**src/rtl/idex_pipe_if.sv**
```systemverilog
// ID/EX pipeline-register bus: ID offer, EX presentation, flush and WB retire port.
// The pipe register takes the slave side; the surrounding core drives the master side.
interface idex_pipe_if;
    // ID side
    logic        id_i_valid;
    logic [63:0] id_i_pc;
    logic [31:0] id_i_insn;
    logic [4:0]  id_i_rs1;
    logic [4:0]  id_i_rs2;
    logic        id_i_rs1_re;
    logic        id_i_rs2_re;
    logic [4:0]  id_i_rd;
    logic        id_i_rf_we;
    logic        id_i_is_load;
    logic [63:0] id_i_rs1_dat;
    logic [63:0] id_i_rs2_dat;
    logic        id_o_ready;

    // EX side
    logic        ex_o_valid;
    logic [63:0] ex_o_pc;
    logic [31:0] ex_o_insn;
    logic [4:0]  ex_o_rs1;
    logic [4:0]  ex_o_rs2;
    logic [4:0]  ex_o_rd;
    logic        ex_o_rf_we;
    logic        ex_o_is_load;
    logic [63:0] ex_o_rs1_dat;
    logic [63:0] ex_o_rs2_dat;
    logic        ex_i_ready;

    // control and writeback retire port
    logic        flush;
    logic [4:0]  wb_i_rd;
    logic        wb_i_rf_we;
    logic [63:0] wb_i_rd_dat;

    modport master (
        output id_i_valid, id_i_pc, id_i_insn, id_i_rs1, id_i_rs2,
               id_i_rs1_re, id_i_rs2_re, id_i_rd, id_i_rf_we, id_i_is_load,
               id_i_rs1_dat, id_i_rs2_dat,
               ex_i_ready, flush, wb_i_rd, wb_i_rf_we, wb_i_rd_dat,
        input  id_o_ready,
               ex_o_valid, ex_o_pc, ex_o_insn, ex_o_rs1, ex_o_rs2, ex_o_rd,
               ex_o_rf_we, ex_o_is_load, ex_o_rs1_dat, ex_o_rs2_dat
    );

    modport slave (
        input  id_i_valid, id_i_pc, id_i_insn, id_i_rs1, id_i_rs2,
               id_i_rs1_re, id_i_rs2_re, id_i_rd, id_i_rf_we, id_i_is_load,
               id_i_rs1_dat, id_i_rs2_dat,
               ex_i_ready, flush, wb_i_rd, wb_i_rf_we, wb_i_rd_dat,
        output id_o_ready,
               ex_o_valid, ex_o_pc, ex_o_insn, ex_o_rs1, ex_o_rs2, ex_o_rd,
               ex_o_rf_we, ex_o_is_load, ex_o_rs1_dat, ex_o_rs2_dat
    );
endinterface

```
**src/rtl/idex_pipe.sv**
```systemverilog
// ID/EX pipeline register with load-use stall, flush and WB refresh of held operands.
// Optional IDEX_STALL_CNT_EN adds o_stall_cnt, a saturating load-use stall counter.
module idex_pipe (
    input  logic        clk,
    input  logic        rst,
    idex_pipe_if.slave  bus
`ifdef IDEX_STALL_CNT_EN
    ,
    output logic [31:0] o_stall_cnt
`endif
);

    typedef enum logic {
        ST_EMPTY = 1'b0,
        ST_FULL  = 1'b1
    } state_t;

    state_t state_reg;
    state_t state_next;

    logic [63:0] pc_reg;
    logic [31:0] insn_reg;
    logic [4:0]  rs1_reg;
    logic [4:0]  rs2_reg;
    logic [4:0]  rd_reg;
    logic        rf_we_reg;
    logic        is_load_reg;

    logic        full;
    logic        hazard;
    logic        ready;
    logic        accept;
    logic [1:0]  src_dep;
    logic [1:0]  src_hit;
    logic [1:0]  id_src_re;
    logic [4:0]  id_src_idx [2];
    logic [63:0] id_src_dat [2];
    logic [4:0]  ex_src_idx [2];
    logic [63:0] ex_src_dat [2];

    assign full = (state_reg == ST_FULL);

    assign id_src_re[0]  = bus.id_i_rs1_re;
    assign id_src_re[1]  = bus.id_i_rs2_re;
    assign id_src_idx[0] = bus.id_i_rs1;
    assign id_src_idx[1] = bus.id_i_rs2;
    assign id_src_dat[0] = bus.id_i_rs1_dat;
    assign id_src_dat[1] = bus.id_i_rs2_dat;
    assign ex_src_idx[0] = rs1_reg;
    assign ex_src_idx[1] = rs2_reg;

    // A held load whose result an offered source needs cannot forward yet: stall ID.
    assign hazard = full & is_load_reg & rf_we_reg & (rd_reg != 5'd0) & (|src_dep);
    assign ready  = (~full | bus.ex_i_ready) & ~hazard & ~bus.flush;
    assign accept = bus.id_i_valid & ready;

    // Per-source dependency check and operand storage with WB refresh while held.
    genvar gi;
    generate
        for (gi = 0; gi < 2; gi++) begin : g_src
            logic [63:0] dat_reg;

            assign src_dep[gi] = id_src_re[gi] & (id_src_idx[gi] == rd_reg);

            // A held operand would otherwise go stale when its producer retires meanwhile.
            assign src_hit[gi] = full & ~bus.ex_i_ready & ~bus.flush & ~accept
                               & bus.wb_i_rf_we & (bus.wb_i_rd != 5'd0)
                               & (bus.wb_i_rd == ex_src_idx[gi]);

            always_ff @(posedge clk) begin
                if (rst) begin
                    dat_reg <= '0;
                end else if (accept) begin
                    dat_reg <= id_src_dat[gi];
                end else if (src_hit[gi]) begin
                    dat_reg <= bus.wb_i_rd_dat;
                end
            end

            assign ex_src_dat[gi] = dat_reg;
        end
    endgenerate

    always_ff @(posedge clk) begin
        if (rst) begin
            state_reg <= ST_EMPTY;
        end else begin
            state_reg <= state_next;
        end
    end

    always_comb begin
        state_next = state_reg;
        case (state_reg)
            ST_EMPTY: begin
                if (accept) begin
                    state_next = ST_FULL;
                end
            end
            ST_FULL: begin
                if (bus.flush) begin
                    state_next = ST_EMPTY;
                end else if (accept) begin
                    state_next = ST_FULL;
                end else if (bus.ex_i_ready) begin
                    state_next = ST_EMPTY;
                end
            end
            default: state_next = ST_EMPTY;
        endcase
    end

    // Payload is left untouched on flush or drain; only ex_o_valid tells EX it is stale.
    always_ff @(posedge clk) begin
        if (rst) begin
            pc_reg      <= '0;
            insn_reg    <= '0;
            rs1_reg     <= '0;
            rs2_reg     <= '0;
            rd_reg      <= '0;
            rf_we_reg   <= 1'b0;
            is_load_reg <= 1'b0;
        end else if (accept) begin
            pc_reg      <= bus.id_i_pc;
            insn_reg    <= bus.id_i_insn;
            rs1_reg     <= bus.id_i_rs1;
            rs2_reg     <= bus.id_i_rs2;
            rd_reg      <= bus.id_i_rd;
            rf_we_reg   <= bus.id_i_rf_we;
            is_load_reg <= bus.id_i_is_load;
        end
    end

    always_comb begin
        bus.id_o_ready   = ready;
        bus.ex_o_valid   = full;
        bus.ex_o_pc      = pc_reg;
        bus.ex_o_insn    = insn_reg;
        bus.ex_o_rs1     = rs1_reg;
        bus.ex_o_rs2     = rs2_reg;
        bus.ex_o_rd      = rd_reg;
        bus.ex_o_rf_we   = rf_we_reg;
        bus.ex_o_is_load = is_load_reg;
        bus.ex_o_rs1_dat = ex_src_dat[0];
        bus.ex_o_rs2_dat = ex_src_dat[1];
    end

`ifdef IDEX_STALL_CNT_EN
    logic [31:0] stall_cnt_reg;

    always_ff @(posedge clk) begin
        if (rst) begin
            stall_cnt_reg <= '0;
        end else if (bus.id_i_valid & hazard & ~bus.flush & (stall_cnt_reg != 32'hFFFF_FFFF)) begin
            stall_cnt_reg <= stall_cnt_reg + 32'd1;
        end
    end

    assign o_stall_cnt = stall_cnt_reg;
`endif

    a_rst_empties: assert property (@(posedge clk) rst |=> !bus.ex_o_valid);
    a_flush_empties: assert property (@(posedge clk) (!rst && bus.flush) |=> !bus.ex_o_valid);

endmodule

```
**src/flat_wrapper.sv**
```systemverilog
// flat-port wrapper written by rule: the top's interface ports become plain ports
module idex_pipe_flat 
  (clk, rst, bus_id_i_valid, bus_id_i_pc, bus_id_i_insn, bus_id_i_rs1, bus_id_i_rs2, bus_id_i_rs1_re, bus_id_i_rs2_re, bus_id_i_rd, bus_id_i_rf_we, bus_id_i_is_load, bus_id_i_rs1_dat, bus_id_i_rs2_dat, bus_ex_i_ready, bus_flush, bus_wb_i_rd, bus_wb_i_rf_we, bus_wb_i_rd_dat, bus_id_o_ready, bus_ex_o_valid, bus_ex_o_pc, bus_ex_o_insn, bus_ex_o_rs1, bus_ex_o_rs2, bus_ex_o_rd, bus_ex_o_rf_we, bus_ex_o_is_load, bus_ex_o_rs1_dat, bus_ex_o_rs2_dat);
  idex_pipe_if bus_i ();
  input  logic clk;
  input  logic rst;
  input wire logic [$bits(bus_i.id_i_valid)-1:0] bus_id_i_valid;
  input wire logic [$bits(bus_i.id_i_pc)-1:0] bus_id_i_pc;
  input wire logic [$bits(bus_i.id_i_insn)-1:0] bus_id_i_insn;
  input wire logic [$bits(bus_i.id_i_rs1)-1:0] bus_id_i_rs1;
  input wire logic [$bits(bus_i.id_i_rs2)-1:0] bus_id_i_rs2;
  input wire logic [$bits(bus_i.id_i_rs1_re)-1:0] bus_id_i_rs1_re;
  input wire logic [$bits(bus_i.id_i_rs2_re)-1:0] bus_id_i_rs2_re;
  input wire logic [$bits(bus_i.id_i_rd)-1:0] bus_id_i_rd;
  input wire logic [$bits(bus_i.id_i_rf_we)-1:0] bus_id_i_rf_we;
  input wire logic [$bits(bus_i.id_i_is_load)-1:0] bus_id_i_is_load;
  input wire logic [$bits(bus_i.id_i_rs1_dat)-1:0] bus_id_i_rs1_dat;
  input wire logic [$bits(bus_i.id_i_rs2_dat)-1:0] bus_id_i_rs2_dat;
  input wire logic [$bits(bus_i.ex_i_ready)-1:0] bus_ex_i_ready;
  input wire logic [$bits(bus_i.flush)-1:0] bus_flush;
  input wire logic [$bits(bus_i.wb_i_rd)-1:0] bus_wb_i_rd;
  input wire logic [$bits(bus_i.wb_i_rf_we)-1:0] bus_wb_i_rf_we;
  input wire logic [$bits(bus_i.wb_i_rd_dat)-1:0] bus_wb_i_rd_dat;
  output wire logic [$bits(bus_i.id_o_ready)-1:0] bus_id_o_ready;
  output wire logic [$bits(bus_i.ex_o_valid)-1:0] bus_ex_o_valid;
  output wire logic [$bits(bus_i.ex_o_pc)-1:0] bus_ex_o_pc;
  output wire logic [$bits(bus_i.ex_o_insn)-1:0] bus_ex_o_insn;
  output wire logic [$bits(bus_i.ex_o_rs1)-1:0] bus_ex_o_rs1;
  output wire logic [$bits(bus_i.ex_o_rs2)-1:0] bus_ex_o_rs2;
  output wire logic [$bits(bus_i.ex_o_rd)-1:0] bus_ex_o_rd;
  output wire logic [$bits(bus_i.ex_o_rf_we)-1:0] bus_ex_o_rf_we;
  output wire logic [$bits(bus_i.ex_o_is_load)-1:0] bus_ex_o_is_load;
  output wire logic [$bits(bus_i.ex_o_rs1_dat)-1:0] bus_ex_o_rs1_dat;
  output wire logic [$bits(bus_i.ex_o_rs2_dat)-1:0] bus_ex_o_rs2_dat;
  assign bus_i.id_i_valid = bus_id_i_valid;
  assign bus_i.id_i_pc = bus_id_i_pc;
  assign bus_i.id_i_insn = bus_id_i_insn;
  assign bus_i.id_i_rs1 = bus_id_i_rs1;
  assign bus_i.id_i_rs2 = bus_id_i_rs2;
  assign bus_i.id_i_rs1_re = bus_id_i_rs1_re;
  assign bus_i.id_i_rs2_re = bus_id_i_rs2_re;
  assign bus_i.id_i_rd = bus_id_i_rd;
  assign bus_i.id_i_rf_we = bus_id_i_rf_we;
  assign bus_i.id_i_is_load = bus_id_i_is_load;
  assign bus_i.id_i_rs1_dat = bus_id_i_rs1_dat;
  assign bus_i.id_i_rs2_dat = bus_id_i_rs2_dat;
  assign bus_i.ex_i_ready = bus_ex_i_ready;
  assign bus_i.flush = bus_flush;
  assign bus_i.wb_i_rd = bus_wb_i_rd;
  assign bus_i.wb_i_rf_we = bus_wb_i_rf_we;
  assign bus_i.wb_i_rd_dat = bus_wb_i_rd_dat;
  assign bus_id_o_ready = bus_i.id_o_ready;
  assign bus_ex_o_valid = bus_i.ex_o_valid;
  assign bus_ex_o_pc = bus_i.ex_o_pc;
  assign bus_ex_o_insn = bus_i.ex_o_insn;
  assign bus_ex_o_rs1 = bus_i.ex_o_rs1;
  assign bus_ex_o_rs2 = bus_i.ex_o_rs2;
  assign bus_ex_o_rd = bus_i.ex_o_rd;
  assign bus_ex_o_rf_we = bus_i.ex_o_rf_we;
  assign bus_ex_o_is_load = bus_i.ex_o_is_load;
  assign bus_ex_o_rs1_dat = bus_i.ex_o_rs1_dat;
  assign bus_ex_o_rs2_dat = bus_i.ex_o_rs2_dat;
  idex_pipe u_core (.clk(clk), .rst(rst), .bus(bus_i));
endmodule
```
**config.mk**
```make
export PLATFORM = sky130hd
export DESIGN_NAME = idex_pipe_flat
export DESIGN_NICKNAME = d
export VERILOG_FILES = /design/src/rtl/idex_pipe_if.sv /design/src/rtl/idex_pipe.sv /design/src/flat_wrapper.sv
export SDC_FILE = /design/constraint.sdc
export NUM_CORES = 1
export LEC_CHECK = 0
export CAP_MARGIN = 25
export CORE_AREA = 4 4 215 217
export CTS_CLUSTER_SIZE = 10
export DETAILED_ROUTE_END_ITERATION = 16
export DIE_AREA = 0 0 219 221
export MAX_ROUTING_LAYER = met4
export PLACE_DENSITY = 0.61
export SKIP_CTS_REPAIR_TIMING = 1
export SYNTH_ARGS = -nofsm -noshare
export SYNTH_HDL_FRONTEND = slang
export SYNTH_SLANG_ARGS = --single-unit
```
**constraint.sdc**
```tcl
create_clock -name clk -period 2.35 [get_ports clk]
set_clock_uncertainty 0.05 [all_clocks]
set_input_delay 0.235 -clock clk [delete_from_list [all_inputs] [get_ports clk]]
set_output_delay 0.235 -clock clk [all_outputs]
set_load 0.1 [all_outputs]
```
* Word level (Yosys, flattened, before mapping) *
Cells that the tools add are included.

storage, ports and cells
  output and inout port bits = 243
  register bits = 242
  bits of input ports = 318

cells by class
  bitwise gates (word level) = 22
  equality and inequality tests = 4
  mux-type cells = 9
  reductions and logical operators = 5

operator list
  cell                                   number
  64-bit two-way mux                     4
  5-bit == test                          4
  1-bit AND                              16
  5-bit nonzero test                     2
  1-bit NOT                              5
  1-bit two-way mux                      4
  2-bit nonzero test                     2
  1-bit one-hot mux with 2 select lines  1
  2-bit OR reduction                     1
  1-bit OR                               1

* Logic depth before layout (Yosys ltp) *
Gate-level depths: netlist of the first run.

  word-level depth = 15
  depth in mapped cells = 8

* Least setup slack after synthesis of the first run *
OpenSTA, ideal clock, no wires.

  kind = flip-flop to output port
  start point = reg u_core.rd_reg[4], in the netlist u_core.bus.ex_o_rd[4]
  end point = out bus_id_o_ready
  data required time = 2.065 ns
  path slack = -1.525 ns
  buffers on the path = 0
  data arrival time = 3.590 ns
  stages on the path, launching flop included = 5
  cells stage by stage = dfxtp_1 -> xnor2_1 -> nand4_1 -> o22ai_1 -> a211oi_1

on the way
  word-level cells in the longest chain between the ends = 7

ends and longest elaborated chain
  element                     RTL line            source
  start: declaration          idex_pipe.sv:25     logic [4:0] rd_reg;
  start signal: assignment    idex_pipe.sv:128    rd_reg <= bus.id_i_rd;
  5-bit == test               idex_pipe.sv:63     assign src_dep[gi] = id_src_re[gi] & (id_src_idx[gi] == rd_reg);
  1-bit AND                   idex_pipe.sv:63
  2-bit OR reduction          idex_pipe.sv:53     assign hazard = full & is_load_reg & rf_we_reg & (rd_reg != 5'd0) & (|src_dep);
  1-bit AND (*)               idex_pipe.sv:53
  1-bit NOT (*)               idex_pipe.sv:54     assign ready = (~full | bus.ex_i_ready) & ~hazard & ~bus.flush;
  1-bit AND (*) (2 in a row)  idex_pipe.sv:54
  end: declaration            flat_wrapper.sv:24  output wire logic [$bits(bus_i.id_o_ready)-1:0] bus_id_o_ready;

Mark *: on every way between the ends. The rest lies on a longest branch, timed or not.

* Final worst setup path of the first run *
  start point = reg u_core.rd_reg[0], in the netlist u_core.bus.ex_o_rd[0]
  end point = out bus_id_o_ready

Same word-level chain as after synthesis.

==> flow_summary.toml, run 1 <==
[status]
status = "finished clean"

[logic_synthesis]
yosys_register_bits = 242
syn_area_per_cell_sq_um = 9.05
synth_compound_area_frac = 0.154
seq_area_frac_synth = 0.419
synthAdderAreaFrac = 0
synth_top_family_by_area = "multiplexers"
synthTopCellsByArea = "dfxtp_1, mux2i_1, nand2_1, mux2_2, o2111ai_1"
synth_xor_area_frac = 0.0151
synth-simple-area-share = 0.145
synthMuxAreaShare = 0.215
yosysWarnings = 0
synthCells = 1277
yosys.area.top_type = "dfxtp_1"
synth_top_area_share = 0.419
syn_area_sq_um = 11600
synth_cell_types = 32
synthesis.nets = 1595

[clocking]
clockBufferDepth = 3
cts_inserted_buffers = 30
cts_tree = "done"
cts.sinks = 242
clk_pin_slew_ns = 0.06
clockRootBuffer = "clkbuf_16"
htreeDepth = 1
insertion_delay_ns = 0.57

[layout]
regArea_sq_um = 4850
layout.cells.non_filler = 2437
layout_common_cells = "clkdlybuf4s50_1, buf_4, dfxtp_1"
postLayoutCoreUtil = 0.427
nFillCells = 4398
fin_nets = 2148
drive_gt1_frac = 0.252
syn_to_final_growth_pct = 62.8
multiInputGateArea_sq_um = 6180
stdcell_area_sq_um = 18800
mostFrequentLayoutCell = "clkdlybuf4s50_1"

[critical_path]
crit_path_end = "bus_id_o_ready"
crit_required_ns = 2.07
endpoint_kind = "primary output"
cp-start-kind = "flop"
r2r-end = "u_core.bus.ex_o_rs1_dat[24]"
critPathArrivalTime_ns = 1.96
cp-startpoint = "u_core.bus.ex_o_rd[0]"
path_max_fanout = 5
critical_path_class = "flop to primary output"
r2r_cells = 8
rr_startpoint = "u_core.bus.ex_o_rd[0]"
rrSetupSlack_ns = 0.30

[timing]
hold_viol = 0
finalSetupTns_ns = 0
fin_hold_ws_ns = 0.166
fin_crit_sh = 0.954
relSlewSlack = 0.630
setup_violations = 0
timing.fmax_mhz = 446
finalMaxSlewViolations = 0
tightest_slew_ns = 0.555
rsz0062_at_grt = "false"
post-route-min-period_ns = 2.24
worst_slack_ns = 0.107

[floorplanning]
die_w_um = 219
coreArea_sq_um = 44100
die_area_sq_um = 48400
die_height_um = 221
initial_core_util = 0.262
num_io_pins = 561
rows = 77

[pwr]
power_mw = 12.4
seq_power_share = 0.360
power.leakage_nw = 7.27
p_clk_frac = 0.361
p_comb_frac = 0.279
p_switching_mw = 4.29
p_sw_frac = 0.346
cell_internal_pwr_mw = 8.10
powerDensity_nw_per_um2 = 658
ir_worst_vdd_uv = 539

[placed_design]
place_hpwl_um = 37500
gp_congestion = 0.900
dp_slack_ns = -0.225
place.port_buffers = 560
place_area_sq_um = 17900
placed_cells = 2388

[global_route]
first_global_vias = 12100
antenna_found_initial = 4
grt_max_degree = 114
grt_pass1_wl_um = 74300
grt_overflow = 0
grt_use_total = 0.199

[routing]
dr.pass1.iters = 5
vias = 11800
drt_iter0_drc = 691
remaining_drc_errors = 0
wire_per_inst_um = 20.4
routed_wl_um = 49800
vias_per_cell = 4.82
postRouteAntennaNets = 0

[worst_hold_path]
min_path_type = "input pin to flop"

[job]
drv_cap = 0
==> synth_stat cells, drive strengths merged <==
library cell,number
clkbuf,93
or4,1
o22a,1
nor3,1
a21boi,1
buf,41
inv,3
and4,1
o31ai,64
a21oi,66
nor2b,65
o2111ai,63
nand4,4
nor3b,1
nand3,65
o21ai,65
o211ai,2
nor2,3
dfxtp,242
mux2i,176
mux2,64
o21a,1
and4bb,1
a211oi,2
o22ai,1
nand2,228
xnor2,20
o211a,2
==> area by class of cell <==
cell class | count | share of cell area
Clock inverter | 2 | 0.00206
Sequential cell | 242 | 0.258
Timing Repair Buffer | 655 | 0.325
Tap cell | 592 | 0.0393
Inverter | 3 | 0.000997
Multi-Input combinational cell | 898 | 0.328
Clock buffer | 41 | 0.0464
Antenna cell | 4 | 0.000532
==> how the worst min path moves through the flow <==
stage / start / to / depth (start not counted)
floorplan: bus_id_i_is_load / u_core.bus.ex_o_is_load / 2
global placement: u_core.bus.ex_o_insn[8] / u_core.bus.ex_o_insn[8] / 2
detailed placement: u_core.bus.ex_o_pc[36] / u_core.bus.ex_o_pc[36] / 2
CTS: rst / u_core.bus.ex_o_rs2_dat[27] / 2
global route: bus_id_i_rd[0] / u_core.bus.ex_o_rd[0] / 3
finish: bus_id_i_rd[0] / u_core.bus.ex_o_rd[0] / 3
==> power groups by stage <==
stage	combinational, mW	sequential (mW)	clock, mW
final	3.46	4.46	4.47
after global routing	3.60	4.49	4.76
after CTS	3.47	4.46	4.59
after detailed placement	3.46	4.55	0
after global placement	3.45	4.54	0
after floorplan	0.667	6.06	0
==> worst max-delay path, cell delays in order, from the launching register on <==
cell and delay [ns]:
dfxtp_2 0.37, nor3_1 0.23, a21oi_2 0.13, buf_4 0.17, a211oi_4 0.27, buf_12 0.21
==> routing by layer <==
layer / global-route usage / up-vias / part of all wire
li1: - / 5654 / -
met1: 0.234 / 5572 / 0.41
met2: 0.336 / 458 / 0.49
met3: 0.0514 / 73 / 0.079
met4: 0.0581 / 0 / 0.028
met5: - / - / 0
==> cells by family after synthesis <==
family / Yosys count
multiplexers: 240
AND/OR/NAND/NOR: 370
AO/OA/AOI/OAI: 268
flip-flops: 242
XOR/XNOR: 20
buffers and inverters: 137
==> sequential cells by signal, indices dropped and copies added, names as in the netlist <==
signal                   cells
u_core.bus.ex_o_is_load      1
u_core.bus.ex_o_pc          64
u_core.bus.ex_o_rf_we        1
u_core.bus.ex_o_rs1_dat     64
u_core.bus.ex_o_rd           5
u_core.bus.ex_o_rs2          5
u_core.bus.ex_o_valid        1
u_core.bus.ex_o_rs2_dat     64
u_core.bus.ex_o_insn        32
u_core.bus.ex_o_rs1          5
Power figures use the tool's default switching activity.
==> run 2, diff against run 1 <==
--- a/config.mk
+++ b/config.mk
@@ -5,13 +5,13 @@
 export SDC_FILE = /design/constraint.sdc
 export NUM_CORES = 1
 export LEC_CHECK = 0
-export CAP_MARGIN = 25
-export CORE_AREA = 4 4 215 217
+export CAP_MARGIN = 20
+export CORE_AREA = 4 4 218 220
 export CTS_CLUSTER_SIZE = 10
 export DETAILED_ROUTE_END_ITERATION = 16
-export DIE_AREA = 0 0 219 221
+export DIE_AREA = 0 0 222 224
 export MAX_ROUTING_LAYER = met4
-export PLACE_DENSITY = 0.61
+export PLACE_DENSITY = 0.59
 export SKIP_CTS_REPAIR_TIMING = 1
 export SYNTH_ARGS = -nofsm -noshare
 export SYNTH_HDL_FRONTEND = slang
==> flow_summary.toml, run 2 (synthesis results as in run 1) <==
[routing]
postRouteAntennaNets = 0
vias_per_cell = 4.83
wire_per_inst_um = 20.5
routed_wl_um = 49800
dr.pass1.iters = 5
vias = 11700
drt_iter0_drc = 699
remaining_drc_errors = 0

[clocking]
clk_pin_slew_ns = 0.06
cts_tree = "done"
htreeDepth = 1
cts.sinks = 242
clockBufferDepth = 3
clockRootBuffer = "clkbuf_16"
insertion_delay_ns = 0.56
cts_inserted_buffers = 29

[pwr]
power.leakage_nw = 7.13
ir_worst_vdd_uv = 447
powerDensity_nw_per_um2 = 652

[floorplanning]
initial_core_util = 0.255
die_area_sq_um = 49700
coreArea_sq_um = 45300
die_w_um = 222
num_io_pins = 561
rows = 78
die_height_um = 224

[placed_design]
gp_congestion = 0.826
dp_slack_ns = -0.172
place.port_buffers = 560
place_hpwl_um = 36800

[timing]
fin_crit_sh = 0.945
rsz0062_at_grt = "false"
relSlewSlack = 0.507
timing.fmax_mhz = 450
post-route-min-period_ns = 2.22
worst_slack_ns = 0.129
tightest_slew_ns = 0.740
hold_viol = 0
finalMaxSlewViolations = 0
setup_violations = 0

[layout]
drive_gt1_frac = 0.242
syn_to_final_growth_pct = 60.7
mostFrequentLayoutCell = "clkdlybuf4s50_1"
nFillCells = 4535
postLayoutCoreUtil = 0.410
multiInputGateArea_sq_um = 6170
layout_common_cells = "clkdlybuf4s50_1, buf_4, dfxtp_1"
regArea_sq_um = 4850
fin_nets = 2129

[critical_path]
r2r-end = "u_core.bus.ex_o_rs2_dat[42]"
rrSetupSlack_ns = 0.35
path_max_fanout = 5
cpPeakStageDelay_ns = 0.36
endpoint_kind = "primary output"
critPathArrivalTime_ns = 1.94
crit_path_end = "bus_id_o_ready"
crit_cells = 6
cp-startpoint = "u_core.bus.ex_o_rd[0]"
crit_chain = "xnor2_1 > nand2_1 > o22ai_2 > buf_4 > a211oi_4 > buf_12"
path_buf_inv = 2
r2r_cells = 8
cp_top_family = "compound AO/OA/AOI/OAI gates"
rr_startpoint = "u_core.bus.ex_o_rd[3]"
cp_slowest_cell = "dfxtp_2"
crit_required_ns = 2.07
cp-start-kind = "flop"
critical_path_class = "flop to primary output"

[global_route]
first_global_vias = 12200
grt_max_degree = 124
grt_overflow = 0
grt_pass1_wl_um = 74100
grt_use_total = 0.193
antenna_found_initial = 4

[worst_hold_path]
min_path_type = "input pin to flop"
hold_path.startpoint = "bus_id_i_pc[19]"

[job]
drv_cap = 0

[status]
status = "finished clean"
run 2: changes by cell type in the layout (fill, tap and decap cells not counted), sizes merged:
cell / previous run / this run
clkbuf: 41 / 40
buf: 338 / 321
dlygate4sd3: 1 / 0
run 2: report_power, final:
part	leakage [nW]	internal [mW]	switching, mW
sequential	1.98	4.32	0.135
clock	0.407	2.42	1.77
combinational	4.74	1.14	2.33
total	7.13	7.88	4.23
run 2: per-stage QoR:
step / std cells / area (sq um) / hold WS, ns / total power, mW / setup TNS (ns)
finish: 2426 / 18600 / 0.172 / 12.1 / 0
global placement: 2380 / 17700 / 0.392 / 8.01 / -12.89
global route: 2426 / 18600 / 0.146 / 12.6 / 0
detailed placement: 2380 / 17700 / 0.398 / 8.02 / -15.13
floorplan: 1277 / 11600 / 0.320 / 6.73 / 0
CTS: 2422 / 18600 / 0.124 / 12.3 / -0.0525
run 2: tightest hold or removal path, delay by kind of cell:
family	cells	cell delay [ns]
muxes	1	0.05
and+or+nand+nor	1	0.06
buffers and inverters	1	0.39
run 2: layer usage:
metal  vias to the layer above  routed length, um  track usage
met1                      5520              20200        0.225
met3                        85               3610       0.0485
met4                         0               1820       0.0664
met5                         -                  0            -
met2                       497              24200        0.325
li1                       5614                  -            -
run 2: how the worst min path moves through the flow:
stage	to	slack, ns	cells past startpoint
6_report	u_core.bus.ex_o_pc[19]	0.17	3
3_5_place_dp	u_core.bus.ex_o_pc[8]	0.40	2
5_1_grt	u_core.bus.ex_o_pc[39]	0.15	3
4_1_cts	u_core.bus.ex_o_pc[58]	0.12	3
3_3_place_gp	u_core.bus.ex_o_pc[16]	0.39	2
2_1_floorplan	u_core.bus.ex_o_is_load	0.32	2
run 2: area by class of cell:
type	instances	area share
diodes	4	0.000539
clock buffers	40	0.0429
clock inverters	2	0.00209
inverters	3	0.00101
multi-input cells	898	0.332
flip-flops and latches	242	0.261
well taps	600	0.0404
repair buffers	637	0.320
==> run 3, diff against run 2 <==
--- a/config.mk
+++ b/config.mk
@@ -11,7 +11,8 @@
 export DETAILED_ROUTE_END_ITERATION = 16
 export DIE_AREA = 0 0 222 224
 export MAX_ROUTING_LAYER = met4
-export PLACE_DENSITY = 0.59
+export PLACE_DENSITY = 0.66
+export RECOVER_POWER = 50
 export SKIP_CTS_REPAIR_TIMING = 1
 export SYNTH_ARGS = -nofsm -noshare
 export SYNTH_HDL_FRONTEND = slang
==> flow_summary.toml, run 3 (synthesis results as in run 1) <==
[status]
status = "finished clean"

[floorplanning]
die_height_um = 224
coreArea_sq_um = 45300
num_io_pins = 561
initial_core_util = 0.255
rows = 78
die_area_sq_um = 49700
die_w_um = 222

[critical_path]
cp-start-kind = "flop"
rrSetupSlack_ns = 0.38
crit_required_ns = 2.07
critPathArrivalTime_ns = 1.92
path_max_fanout = 5
endpoint_kind = "primary output"
critical_path_class = "flop to primary output"

[global_route]
grt_max_degree = 99
grt-busiest-layer = "met2"
grt_pass1_wl_um = 73600
grt_use_total = 0.192
grt_overflow = 0
first_global_vias = 12200
grtUsageMet2 = 0.324
met3_usage = 0.0431
antenna_found_initial = 4
use_met1 = 0.226

[timing]
fin_crit_sh = 0.939
finalMaxSlewViolations = 0
rsz0062_at_grt = "false"
post-route-min-period_ns = 2.21
tightest_slew_ns = 1.16
hold_viol = 0
timing.fmax_mhz = 453
relSlewSlack = 0.228
setup_violations = 0

[pwr]
p_sw_frac = 0.358
seq_power_share = 0.379
powerDensity_nw_per_um2 = 654
power_mw = 11.8
p_clk_frac = 0.339
power.leakage_nw = 6.96
ir_worst_vdd_uv = 538
cell_internal_pwr_mw = 7.57
p_comb_frac = 0.283
p_switching_mw = 4.22

[routing]
wire_per_inst_um = 20.3
dr.pass1.iters = 5
drt_iter0_drc = 717
remaining_drc_errors = 0
routed_wl_um = 49500
vias = 11900
vias_per_cell = 4.88
postRouteAntennaNets = 0

[placed_design]
place.port_buffers = 560
placed_cells = 2392
gp_congestion = 0.887
place_hpwl_um = 37100

[layout]
fin_nets = 2141
nFillCells = 4599
layout_common_cells = "clkdlybuf4s50_1, clkbuf_2, dfxtp_1"
syn_to_final_growth_pct = 55.8
drive_gt1_frac = 0.246
layout.cells.non_filler = 2440
postLayoutCoreUtil = 0.398
multiInputGateArea_sq_um = 6170
regArea_sq_um = 4860
mostFrequentLayoutCell = "clkdlybuf4s50_1"

[worst_hold_path]
min_path_type = "input pin to flop"

[clocking]
clk_pin_slew_ns = 0.06
cts_inserted_buffers = 29
cts_tree = "done"
insertion_delay_ns = 0.56
cts.sinks = 242
htreeDepth = 1
clockRootBuffer = "clkbuf_16"
clockBufferDepth = 3

[job]
drv_cap = 0
run 3: per-stage QoR:
step / hold slack [ns] / TNS (ns) / setup slack, ns / instance area (sq um)
6_report: 0.0875 / 0 / 0.144 / 18000
5_1_grt: 0.111 / 0 / 0.00773 / 18000
4_1_cts: 0.0918 / -0.0185 / -0.0185 / 18600
3_5_place_dp: 0.400 / -11.70 / -0.152 / 17800
3_3_place_gp: 0.394 / -7.95 / -0.115 / 17800
2_1_floorplan: 0.320 / 0 / 0.0473 / 11600
run 3: layout make-up:
cell class,count,share of cell area
Multi-Input combinational cell,898,0.343
Timing Repair Buffer,649,0.300
Sequential cell,242,0.270
Clock buffer,42,0.0430
Tap cell,600,0.0417
Inverter,3,0.00104
Clock inverter,2,0.000903
Antenna cell,4,0.000556
run 3: power by group through the flow:
stage                     combinational (mW)  clock (mW)  sequential, mW
final                                   3.33        3.99            4.46
after global routing                    3.47        4.28            4.48
after CTS                               3.48        4.13            4.47
after detailed placement                3.47           0            4.55
after global placement                  3.45           0            4.54
after floorplan                        0.667           0            6.06
run 3: per-layer routing:
layer	wire (um)	share of wire
met1	20200	0.41
met2	24200	0.49
met3	3270	0.066
met4	1900	0.038
met5	0	0
run 3: final timing paths:
path                          startpoint                           to  depth (start not counted)
setup / recovery   u_core.bus.ex_o_rd[3]               bus_id_o_ready                          6
hold / removal                       rst  u_core.bus.ex_o_rs2_dat[31]                          4
setup reg to reg   u_core.bus.ex_o_valid      u_core.bus.ex_o_insn[2]                          6
hold reg to reg   u_core.bus.ex_o_pc[49]       u_core.bus.ex_o_pc[49]                          2
run 3: worst max-delay path, stage by stage, from the launching register on:
cell,delay (ns)
dfxtp_4,0.37
xnor2_1,0.13
nand4_1,0.13
o22ai_2,0.12
buf_4,0.16
a211oi_4,0.23
buf_12,0.21
